## config.mk

```make
export PLATFORM = sky130hd
export DESIGN_NAME = ddr_stream_burst_writer
export DESIGN_NICKNAME = d
export VERILOG_FILES = /design/src/rtl/ddr_axi_pkg.sv /design/src/rtl/ddr_wr_fifo.sv /design/src/rtl/ddr_stream_burst_writer.sv
export SDC_FILE = /design/constraint.sdc
export NUM_CORES = 2
export LEC_CHECK = 0
export BUFFER_PORTS_ARGS = -buffer_cell sky130_fd_sc_hd__buf_4
export CELL_PAD_IN_SITES_DETAIL_PLACEMENT = 1
export CELL_PAD_IN_SITES_GLOBAL_PLACEMENT = 2
export CORE_ASPECT_RATIO = 1.5
export CORE_MARGIN = 8
export CORE_UTILIZATION = 51
export DETAILED_ROUTE_END_ITERATION = 10
export PLACE_DENSITY_LB_ADDON = 0.1
export SLEW_MARGIN = 40
export SYNTH_ARGS = -nofsm -noshare
export SYNTH_HDL_FRONTEND = slang
export SYNTH_SLANG_ARGS = --single-unit
```

## constraint.sdc

```tcl
create_clock -name clk -period 4.03 [get_ports clk]
set_clock_uncertainty 0.05 [all_clocks]
set_input_delay 0.2015 -clock clk [delete_from_list [all_inputs] [get_ports clk]]
set_output_delay 0.2015 -clock clk [all_outputs]
set_load 0.02 [all_outputs]
```

## src/rtl/ddr_axi_pkg.sv

```systemverilog
// Shared AXI write-channel constants and the burst writer FSM state type.
package ddr_axi_pkg;

  localparam int unsigned AXI_ID_W   = 4;
  localparam int unsigned AXI_DATA_W = 32;

  localparam logic [1:0] AXI_RESP_OKAY   = 2'b00;
  localparam logic [1:0] AXI_RESP_SLVERR = 2'b10;
  localparam logic [1:0] AXI_BURST_INCR  = 2'b01;

  typedef enum logic [1:0] {
    ST_IDLE,
    ST_ADDR,
    ST_DATA,
    ST_RESP
  } wr_state_e;

endpackage

```

## src/rtl/ddr_wr_fifo.sv

```systemverilog
// Synchronous first-word-fall-through FIFO with occupancy count.
module ddr_wr_fifo #(
  parameter int unsigned DEPTH = 64,
  parameter int unsigned WIDTH = 32
) (
  input  logic                       clk,
  input  logic                       rst_n,
  input  logic                       i_push,
  input  logic [WIDTH-1:0]           i_data,
  input  logic                       i_pop,
  output logic [WIDTH-1:0]           o_head,
  output logic [$clog2(DEPTH):0]     o_count,
  output logic                       o_full
);

  localparam int unsigned AW = $clog2(DEPTH);
  localparam int unsigned CW = AW + 1;
  localparam logic [CW-1:0] DEPTH_C = CW'(DEPTH);

  logic [WIDTH-1:0] r_mem [DEPTH];
  logic [AW-1:0]    r_wptr;
  logic [AW-1:0]    r_rptr;
  logic [CW-1:0]    r_count;
  logic             w_pop_ok;
  logic             w_push_ok;

  assign o_full    = (r_count == DEPTH_C);
  assign w_pop_ok  = i_pop && (r_count != '0);
  // A push into a full FIFO is accepted only when a pop frees the slot this cycle.
  assign w_push_ok = i_push && (!o_full || w_pop_ok);
  assign o_head    = r_mem[r_rptr];
  assign o_count   = r_count;

  always_ff @(posedge clk) begin
    if (w_push_ok) r_mem[r_wptr] <= i_data;
  end

  always_ff @(posedge clk or negedge rst_n) begin
    if (!rst_n) begin
      r_wptr  <= '0;
      r_rptr  <= '0;
      r_count <= '0;
    end else begin
      if (w_push_ok) r_wptr <= r_wptr + 1'b1;
      if (w_pop_ok)  r_rptr <= r_rptr + 1'b1;
      if (w_push_ok && !w_pop_ok)      r_count <= r_count + 1'b1;
      else if (!w_push_ok && w_pop_ok) r_count <= r_count - 1'b1;
    end
  end

endmodule

```

## src/rtl/ddr_stream_burst_writer.sv

```systemverilog
// Stream-to-DDR ring writer: buffers a word stream and drains it as fixed INCR bursts.
// Optional partial-burst flush input enabled by defining DDR_WR_FLUSH_EN.
module ddr_stream_burst_writer
  import ddr_axi_pkg::*;
#(
  parameter logic [31:0] ADDR_BASE  = 32'h0000_0000,
  parameter logic [31:0] ADDR_SPAN  = 32'h0010_0000,
  parameter int unsigned BURST_LEN  = 16,
  parameter int unsigned FIFO_DEPTH = 64,
  parameter logic [3:0]  WR_ID      = 4'h0
) (
  input  logic                  clk,
  input  logic                  rst_n,
  input  logic                  enable,
`ifdef DDR_WR_FLUSH_EN
  input  logic                  flush,
`endif
  input  logic [AXI_DATA_W-1:0] IN_DATA,
  input  logic                  IN_VALID,
  output logic                  IN_READY,
  output logic [AXI_ID_W-1:0]   WR_ADDR_ID,
  output logic [31:0]           WR_ADDR,
  output logic [7:0]            WR_ADDR_LEN,
  output logic [1:0]            WR_ADDR_BURST,
  output logic                  WR_ADDR_VALID,
  input  logic                  WR_ADDR_READY,
  output logic [AXI_DATA_W-1:0] WR_DATA,
  output logic [3:0]            WR_STRB,
  output logic                  WR_DATA_LAST,
  output logic                  WR_DATA_VALID,
  input  logic                  WR_DATA_READY,
  input  logic [AXI_ID_W-1:0]   WR_BACK_ID,
  input  logic [1:0]            WR_BACK_RESP,
  input  logic                  WR_BACK_VALID,
  output logic                  WR_BACK_READY,
  output logic                  busy,
  output logic                  err,
  output logic [31:0]           burst_cnt
);

  localparam int unsigned CW = $clog2(FIFO_DEPTH) + 1;
  localparam logic [CW-1:0] BL_C   = CW'(BURST_LEN);
  localparam logic [8:0]    BL9    = 9'(BURST_LEN);
  localparam logic [31:0]   BL32   = 32'(BURST_LEN);
  localparam logic [31:0]   RING_END = ADDR_BASE + ADDR_SPAN;

  wr_state_e              r_state;
  wr_state_e              w_next;
  logic [8:0]             r_len;
  logic [8:0]             r_beat;
  logic [31:0]            r_cur_addr;
  logic                   r_err;
  logic [31:0]            r_burst_cnt;
  logic                   r_started;
  logic                   w_start;
  logic [8:0]             w_start_len;
  logic [AXI_DATA_W-1:0]  w_head;
  logic [CW-1:0]          w_count;
  logic                   w_full;
  logic                   w_push;
  logic                   w_pop;
  logic [31:0]            w_addr_inc;
  logic                   w_unused_id;

  assign w_unused_id = &{1'b0, WR_BACK_ID};

  assign w_push = IN_VALID && IN_READY;
  assign w_pop  = (r_state == ST_DATA) && WR_DATA_READY;

  ddr_wr_fifo #(
    .DEPTH (FIFO_DEPTH),
    .WIDTH (AXI_DATA_W)
  ) u_fifo (
    .clk     (clk),
    .rst_n   (rst_n),
    .i_push  (w_push),
    .i_data  (IN_DATA),
    .i_pop   (w_pop),
    .o_head  (w_head),
    .o_count (w_count),
    .o_full  (w_full)
  );

  always_comb begin
    w_next      = r_state;
    w_start     = 1'b0;
    w_start_len = BL9;
    case (r_state)
      ST_IDLE: begin
        if (enable && (w_count >= BL_C)) begin
          w_next  = ST_ADDR;
          w_start = 1'b1;
        end
`ifdef DDR_WR_FLUSH_EN
        else if (enable && flush && (w_count != '0)) begin
          w_next      = ST_ADDR;
          w_start     = 1'b1;
          w_start_len = 9'(w_count);
        end
`endif
      end
      ST_ADDR: if (WR_ADDR_READY) w_next = ST_DATA;
      ST_DATA: if (WR_DATA_READY && (r_beat == 9'd1)) w_next = ST_RESP;
      ST_RESP: if (WR_BACK_VALID) w_next = ST_IDLE;
      default: w_next = ST_IDLE;
    endcase
  end

  // Partial bursts still advance by a full BURST_LEN so bursts never straddle the ring end.
  assign w_addr_inc = (r_cur_addr + BL32 == RING_END) ? ADDR_BASE : r_cur_addr + BL32;

  always_ff @(posedge clk or negedge rst_n) begin
    if (!rst_n) begin
      r_state     <= ST_IDLE;
      r_len       <= BL9;
      r_beat      <= '0;
      r_cur_addr  <= ADDR_BASE;
      r_err       <= 1'b0;
      r_burst_cnt <= '0;
      r_started   <= 1'b0;
    end else begin
      r_state   <= w_next;
      r_started <= 1'b1;
      if (w_start) begin
        r_len  <= w_start_len;
        r_beat <= w_start_len;
      end else if (w_pop) begin
        r_beat <= r_beat - 9'd1;
      end
      if ((r_state == ST_RESP) && WR_BACK_VALID) begin
        if (WR_BACK_RESP != AXI_RESP_OKAY) r_err <= 1'b1;
        r_burst_cnt <= r_burst_cnt + 32'd1;
        r_cur_addr  <= w_addr_inc;
      end
    end
  end

  assign IN_READY      = r_started && !w_full;
  assign WR_ADDR_ID    = WR_ID;
  assign WR_ADDR       = r_cur_addr;
  assign WR_ADDR_LEN   = 8'(r_len - 9'd1);
  assign WR_ADDR_BURST = AXI_BURST_INCR;
  assign WR_ADDR_VALID = (r_state == ST_ADDR);
  assign WR_DATA       = (r_state == ST_DATA) ? w_head : '0;
  assign WR_STRB       = 4'hF;
  assign WR_DATA_LAST  = (r_state == ST_DATA) && (r_beat == 9'd1);
  assign WR_DATA_VALID = (r_state == ST_DATA);
  assign WR_BACK_READY = (r_state == ST_RESP);
  assign busy          = (r_state != ST_IDLE);
  assign err           = r_err;
  assign burst_cnt     = r_burst_cnt;

endmodule

```

Word level (Yosys, flattened, before mapping):

Memory sizes are Yosys's and may differ from the RTL's.
Cells that the tools add are included.

* add/sub/neg operators: 7
* reductions and logical operators: 23
* equality and inequality tests: 10
* order comparisons: 1
* multiplexer cells: 15

Operators by type and width (count)
* $mux W32: 2
* $add A32 B1 Y32 const B: 1
* $add A32 B5 Y32 const B: 1
* $eq A32 B21 Y1 const B: 1
* $mux W9: 2
* $mux W7: 2
* $add A6 B1 Y6 const B: 2
* $logic_and A1 B1 Y1: 11
* $eq A9 B1 Y1 const B: 1
* $sub A9 B1 Y9 const B: 1
* $mux W2: 4
* $pmux W2 S4: 1
* $reduce_bool A2 Y1: 4
* $add A7 B1 Y7 const B: 1
* $eq A7 B7 Y1 const B: 1
* $ge A7 B5 Y1 const B: 1
* $reduce_bool A7 Y1: 1
* $sub A7 B1 Y7 const B: 1
* $eq A2 B2 Y1 const B: 2
* $mux W1: 4
* $ne A2 B1 Y1 const B: 2
* $ne A2 B2 Y1 const B: 2
* $reduce_and A4 Y1: 1
* $logic_not A1 Y1: 3
* 4 further kinds: 4

* word-level logic and storage cells: 66
* register bits: 96
* memory bits (writable): 2048
* memories: 1
* input bits: 45

Memories
* u_fifo.r_mem: words 64, bits a word 32, read ports 1, clocked after memory_dff 0, write ports 1, RTL line ddr_wr_fifo.sv:20 `logic [WIDTH-1:0] r_mem [DEPTH];`

Logic depth before layout (Yosys ltp):

* depth after elaboration: 9
* gate-level depth with buffers: 15
* depth with buffers taken out: 14

Cells and area by module:

From an unflattened synthesis, not the netlist that was laid out.

* cells, all modules: 3978
* area, all modules: 83716.5 sq um

By module, submodules not included
* ddr_wr_fifo: times used 1, cells an instance 3528, area an instance 79432.4 sq um, seq. area each 61974.4 sq um
* ddr_stream_burst_writer: times used 1, cells an instance 450, area an instance 4284.1 sq um, seq. area each 1826.8 sq um

Worst setup path after synthesis:

No wires, ideal clock.

* kind: register to register
* from: register u_fifo.r_count[0] (netlist: u_fifo.o_count[0])
* to: memory u_fifo.r_mem[59][0], enable pin
* arrival time: 3.012 ns
* stages on the path, launching flop included: 9
* period minus slack after synthesis: 3.483 ns
* path buffers: 1
* required time: 3.559 ns
* setup time: 0.421 ns
* setup slack: 0.547 ns
* cell sequence: dfrtp_1 > nor4_1 > nand2_1 > o21a_1 > and2_1 > clkbuf_1 > nor2b_1 > nand3_1 > nor2_1

* longest elaborated chain between the ends: 7
* elaborated cells between the ends (all ways): 10
* classes of those cells: eq/ne: 1; mux: 2; reduce/logical: 7

RTL lines
* start, declared: RTL line ddr_wr_fifo.sv:23 `logic [CW-1:0] r_count;`
* start signal, assigned: RTL line ddr_wr_fifo.sv:46 `if (w_push_ok && !w_pop_ok) r_count <= r_count + 1'b1;`
* start signal, assigned: RTL line ddr_wr_fifo.sv:47 `else if (!w_push_ok && w_pop_ok) r_count <= r_count - 1'b1;`
* $eq A7 B7 Y1: RTL line ddr_wr_fifo.sv:27 `assign o_full = (r_count == DEPTH_C);`
* $logic_not A1 Y1: RTL line ddr_stream_burst_writer.sv:138 `assign IN_READY = r_started && !w_full;`
* $logic_and A1 B1 Y1: RTL line ddr_stream_burst_writer.sv:138
* net IN_READY: RTL line ddr_stream_burst_writer.sv:20 `output logic IN_READY,`
* $logic_and A1 B1 Y1: RTL line ddr_stream_burst_writer.sv:67 `assign w_push = IN_VALID && IN_READY;`
* $logic_and A1 B1 Y1: RTL line ddr_wr_fifo.sv:30 `assign w_push_ok = i_push && (!o_full || w_pop_ok);`
* net u_fifo.w_push_ok: RTL line ddr_wr_fifo.sv:25 `logic w_push_ok;`
* $mux W1: RTL line ddr_wr_fifo.sv:35 `if (w_push_ok) r_mem[r_wptr] <= i_data;`
* $mux W1 (not written as such): RTL line ddr_wr_fifo.sv:35
* end, declared: RTL line ddr_wr_fifo.sv:20

The timed path passes the listed nets, and every way through them passes these cells.

Worst setup path in the final report:

* from: register u_fifo.r_rptr[0]
* to: output WR_DATA[6]

* longest elaborated chain between the ends: 2

RTL lines
* start, declared: RTL line ddr_wr_fifo.sv:22 `logic [AW-1:0] r_rptr;`
* start signal, assigned: RTL line ddr_wr_fifo.sv:45 `if (w_pop_ok) r_rptr <= r_rptr + 1'b1;`
* $mem_v2 Z64 W32
* $mux W32: RTL line ddr_stream_burst_writer.sv:144 `assign WR_DATA = (r_state == ST_DATA) ? w_head : '0;`
* end, declared: RTL line ddr_stream_burst_writer.sv:27 `output logic [AXI_DATA_W-1:0] WR_DATA,`

Every way passes these cells.

==> out/results.env <==
SETUP_REPAIR_AFTER_GLOBAL_ROUTING_MISSED_ITS_MARGIN='yes'
SYNTH_WARNINGS=0
CRITICAL_PATH.REG2REG.STARTPOINT='u_fifo.o_count[0]'
SYN-MEAN-INSTANCE-AREA_UM2=23.6
FINAL_CRITICAL_PATH_SETUP_SLACK_PS=-260
TIMING.FINAL.MAX_SLEW_VIOLATIONS=0
HP-CLASS='in -> reg'
YS_SEQ_ELEMENTS=2140
INSTANCES_NO_FILL=6176
SYNTH_TOP_FAMILY_BY_AREA='multiplexers'
DIE_X_UM=345
ROUTEDWLPERCELL_UM=34.2
SYNTH-SIMPLE-AREA-SHARE_PCT=1.94
WIRE_LENGTH_OF_THE_FIRST_GLOBAL_ROUTING_PASS_UM=301000
SYNTH-EDFF-COUNT=2048
DRT-TOTAL-WL_UM=211000
PERIOD_SHARE_PCT=106
GP_CONGESTION=0.804
POWER_LEAKAGE_uW=0.0306
CRITICALPATHCATEGORY='reg -> out'
ADDER_CELL_FRACTION_OF_SYNTH_AREA_PCT=0.281
SYNTH-COMPOUND-AREA-SHARE_PCT=0.406
FINAL_NET_COUNT=3974
PLACEMENT.IO_BUFFERS=139
YS_SEQ_AREA_SHARE_PCT=77.0
DIE_AREA_MM2=0.176
FLOORPLAN.INITIALDENSITY_PCT=51.2
WORST_HOLD_PATH_DEPTH=2
CP.REQUIRED_PS=3780
WORSTHOLDSTART='IN_DATA[26]'
MAIN_SYNTH_FF_TYPE='edfxtp_1'
BOUNDARYPINS=166
FF2FF_SETUP_SLACK_PS=530
FLOORPLAN.ROWS=181
DRT-PASS1-ITER-COUNT=5
MAXCAPVIOLATIONS=0
ASYNC_FLOP_SHARE_PCT=4.30
CTS_MADE_BUFFERS=192
REG2REGPATHDEPTH=14
CORE_REGION_AREA_MM2=0.162
SYNTH_TOP_CELL_BY_AREA='edfxtp_1'
POST_ROUTE_CELLS_DRIVE_ABOVE_1_SHARE_PCT=34.3
GRT_ANTENNA_BEFORE_REPAIR=16
DIE_HEIGHT_UM=510
YOSYS-MUX-AREA-FRACTION_PCT=18.3
WORSTSETUPENDPOINTTYPE='output port'
AREAGROWTHSYNTHTOFINISH_PCT=16.4
SYNTHESIS.AREA_MM2=0.0829
CTS_TREE='yes'
DRT_DRC_VIOLATIONS_LEFT=0
MAX-SLEW-MARGIN-REL_PCT=42.4
VIOLATIONS='setup timing'
CLKSINKCOUNT=2140
HOLD_END='u_fifo.r_mem[39][26]'
CP_MAX_FO=10
WORSTSKEWPAIRLATENCY_PS=820
OUTCOME='finished, violations left'
FIRST_GLOBAL_VIAS=41500
AVGVIACOUNTPERCELL=6.21
PWR_DENSITY_mW_PER_MM2=649
PLACEDCELLCOUNT=5724
CLOCK_PIN_SLEW_ON_THE_WORST_SETUP_AND_HOLD_PATHS_PS=60
CTS_BUFFER_DEPTH=3
INITIALDRTVIOLATIONCOUNT=3495
YOSYS.CELL_COUNT.TOP_TYPE='edfxtp_1'
POSTSYNTHCELLCOUNT=3506
PLACE_HPWL_UM=123000
CTS.HTREE.LEVELS=4
WORSTMARGINPINSLEW_PS=862
POST_SYNTH_MAIN_AREA_CONTRIBUTORS='edfxtp_1 (74%), mux4_2 (18%), dfrtp_1 (2.8%)'
GRT_START_MAX_NET_PINS=67
TIMING.RR.END='u_fifo.o_count[6]'
FIN_WORST_HOLD_SLACK_PS=418
FINALHOLDVIOLCOUNT=0
SYNTH_CELL_TYPE_COUNT=59
GRTUSAGETOTAL_PCT=23.8
SYNTH_TOP_CELLS_BY_COUNT='edfxtp_1 (2048), mux4_2 (672), clkbuf_1 (105), nor2_1 (104), dfrtp_1 (92)'
ARRIVAL_PS=4040
VIAS=38300
START_KIND='flop'
GLOBALROUTEOVERFLOWTOTAL=0
MAXCLOCKFREQUENCY_MHz=233
WORST_IR_DROP_VDD_V=0.000473
CTS.ROOT.BUFFER_CELL='clkbuf_16'
TIMING.FINAL.CRIT_PERIOD_PS=4290
FINAL-SETUP-VIOL-COUNT=32
SYNTH-XOR-AREA-SHARE_PCT=0.856
ANTENNA_LEFT=0
SYNTHDOMINANTCELLAREASHARE_PCT=74.2
-- registers in the layout, indices dropped and copies added (netlist names) --
name	count
u_fifo.r_mem	2048
burst_cnt	32
WR_ADDR	28
r_beat	9
u_fifo.o_count	7
u_fifo.r_rptr	6
u_fifo.r_wptr	6
r_state	2
err	1
r_started	1
-- critical path, stage by stage (launching register included) --
cell and delay [ps]:
dfrtp_4 420, buf_12 170, clkbuf_16 220, bufbuf_16 320
mux4_2 550, mux4_2 530, mux4_2 560, and2_1 200
buf_4 180
-- layer usage --
| metal | wire length [µm] | up-vias | track usage (%) |
|---|---|---|---|
| li1 | - | 15700 | - |
| met1 | 80800 | 21100 | 30.0 |
| met2 | 114000 | 1291 | 43.3 |
| met3 | 11700 | 258 | 3.92 |
| met4 | 4240 | 0 | 5.44 |
| met5 | 0 | - | 0 |
-- area by class of cell --
cell class                      count  area, µm²
Antenna cell                        5       12.5
Clock buffer                      230       5010
Clock inverter                    120       1320
Fill cell                       13000      65300
Inverter                           16       60.1
Multi-Input combinational cell   1169      18700
Sequential cell                  2140      63800
Tap cell                         2104       2630
Timing Repair Buffer              392       4880
-- per-stage QoR --
step | cell area [µm²] | worst slack (ps) | TNS, ps | util [%] | total power (µW)
floorplan | 82900 | 547 | 0 | - | 36600
CTS | 95900 | -286 | -7690 | 59.3 | 62500
detailed placement | 88400 | 390 | 0 | 54.6 | 42900
global placement | 88400 | 337 | 0 | 54.6 | 42400
finish | 96400 | -260 | -6230 | 59.6 | 62600
global route | 96400 | -343 | -9020 | 59.6 | 64700
-- cell usage in the layout, fill, tap and decap left out, drive strengths merged, types with 5 or more instances in the layout --
master       instances
nor3                15
dlygate4sd3         45
inv                 23
mux4               672
xnor2               58
dfrtp               92
conb                23
xor2                23
clkbuf             241
a21oi                7
nand2               57
nor4                 8
edfxtp            2048
ha                  17
nand3               40
bufinv              25
clkinvlp            10
nand4               18
o21ai               11
clkinv              78
and2                41
nor2               104
and3                18
diode                5
buf                334
-- kinds of logic (layout without fill, tap and decap cells) --
kind of cell,Yosys count,after routing
XOR/XNOR,81,81
other,2,28
flip-flops,2140,2140
multiplexers,677,677
AO/OA/AOI/OAI,49,49
AND/OR/NAND/NOR,321,321
buffers and inverters,218,758
adder cells (fa/ha/maj),18,18
-- timing repair --
item | in CTS | in global routing
gates resized for setup | 49 | 33
endpoints found under the setup margin | 32 | 32
cloned | 16 | 12
hold endpoints to repair | 2114 | 0
buffers inserted | 13 | 9
hold buffers | 46 | 0
-- report_power, final --
| part | total [µW] | internal [µW] | leakage [µW] | switching, µW |
|---|---|---|---|---|
| clock | 18600 | 10500 | 0.00307 | 8070 |
| combinational | 18700 | 9380 | 0.00791 | 9330 |
| sequential | 25300 | 24900 | 0.0196 | 428 |
-- worst max path at each step --
stage                            from  cells after the start                  end
floorplan           u_fifo.o_count[0]                      8  u_fifo.r_mem[59][0]
global placement    u_fifo.o_count[0]                     14    u_fifo.o_count[6]
detailed placement   u_fifo.r_rptr[0]                      8          WR_DATA[15]
CTS                  u_fifo.r_rptr[0]                      7          WR_DATA[17]
global route         u_fifo.r_rptr[0]                      8           WR_DATA[9]
finish               u_fifo.r_rptr[0]                      8           WR_DATA[6]
Power figures use the tool's default switching activity.
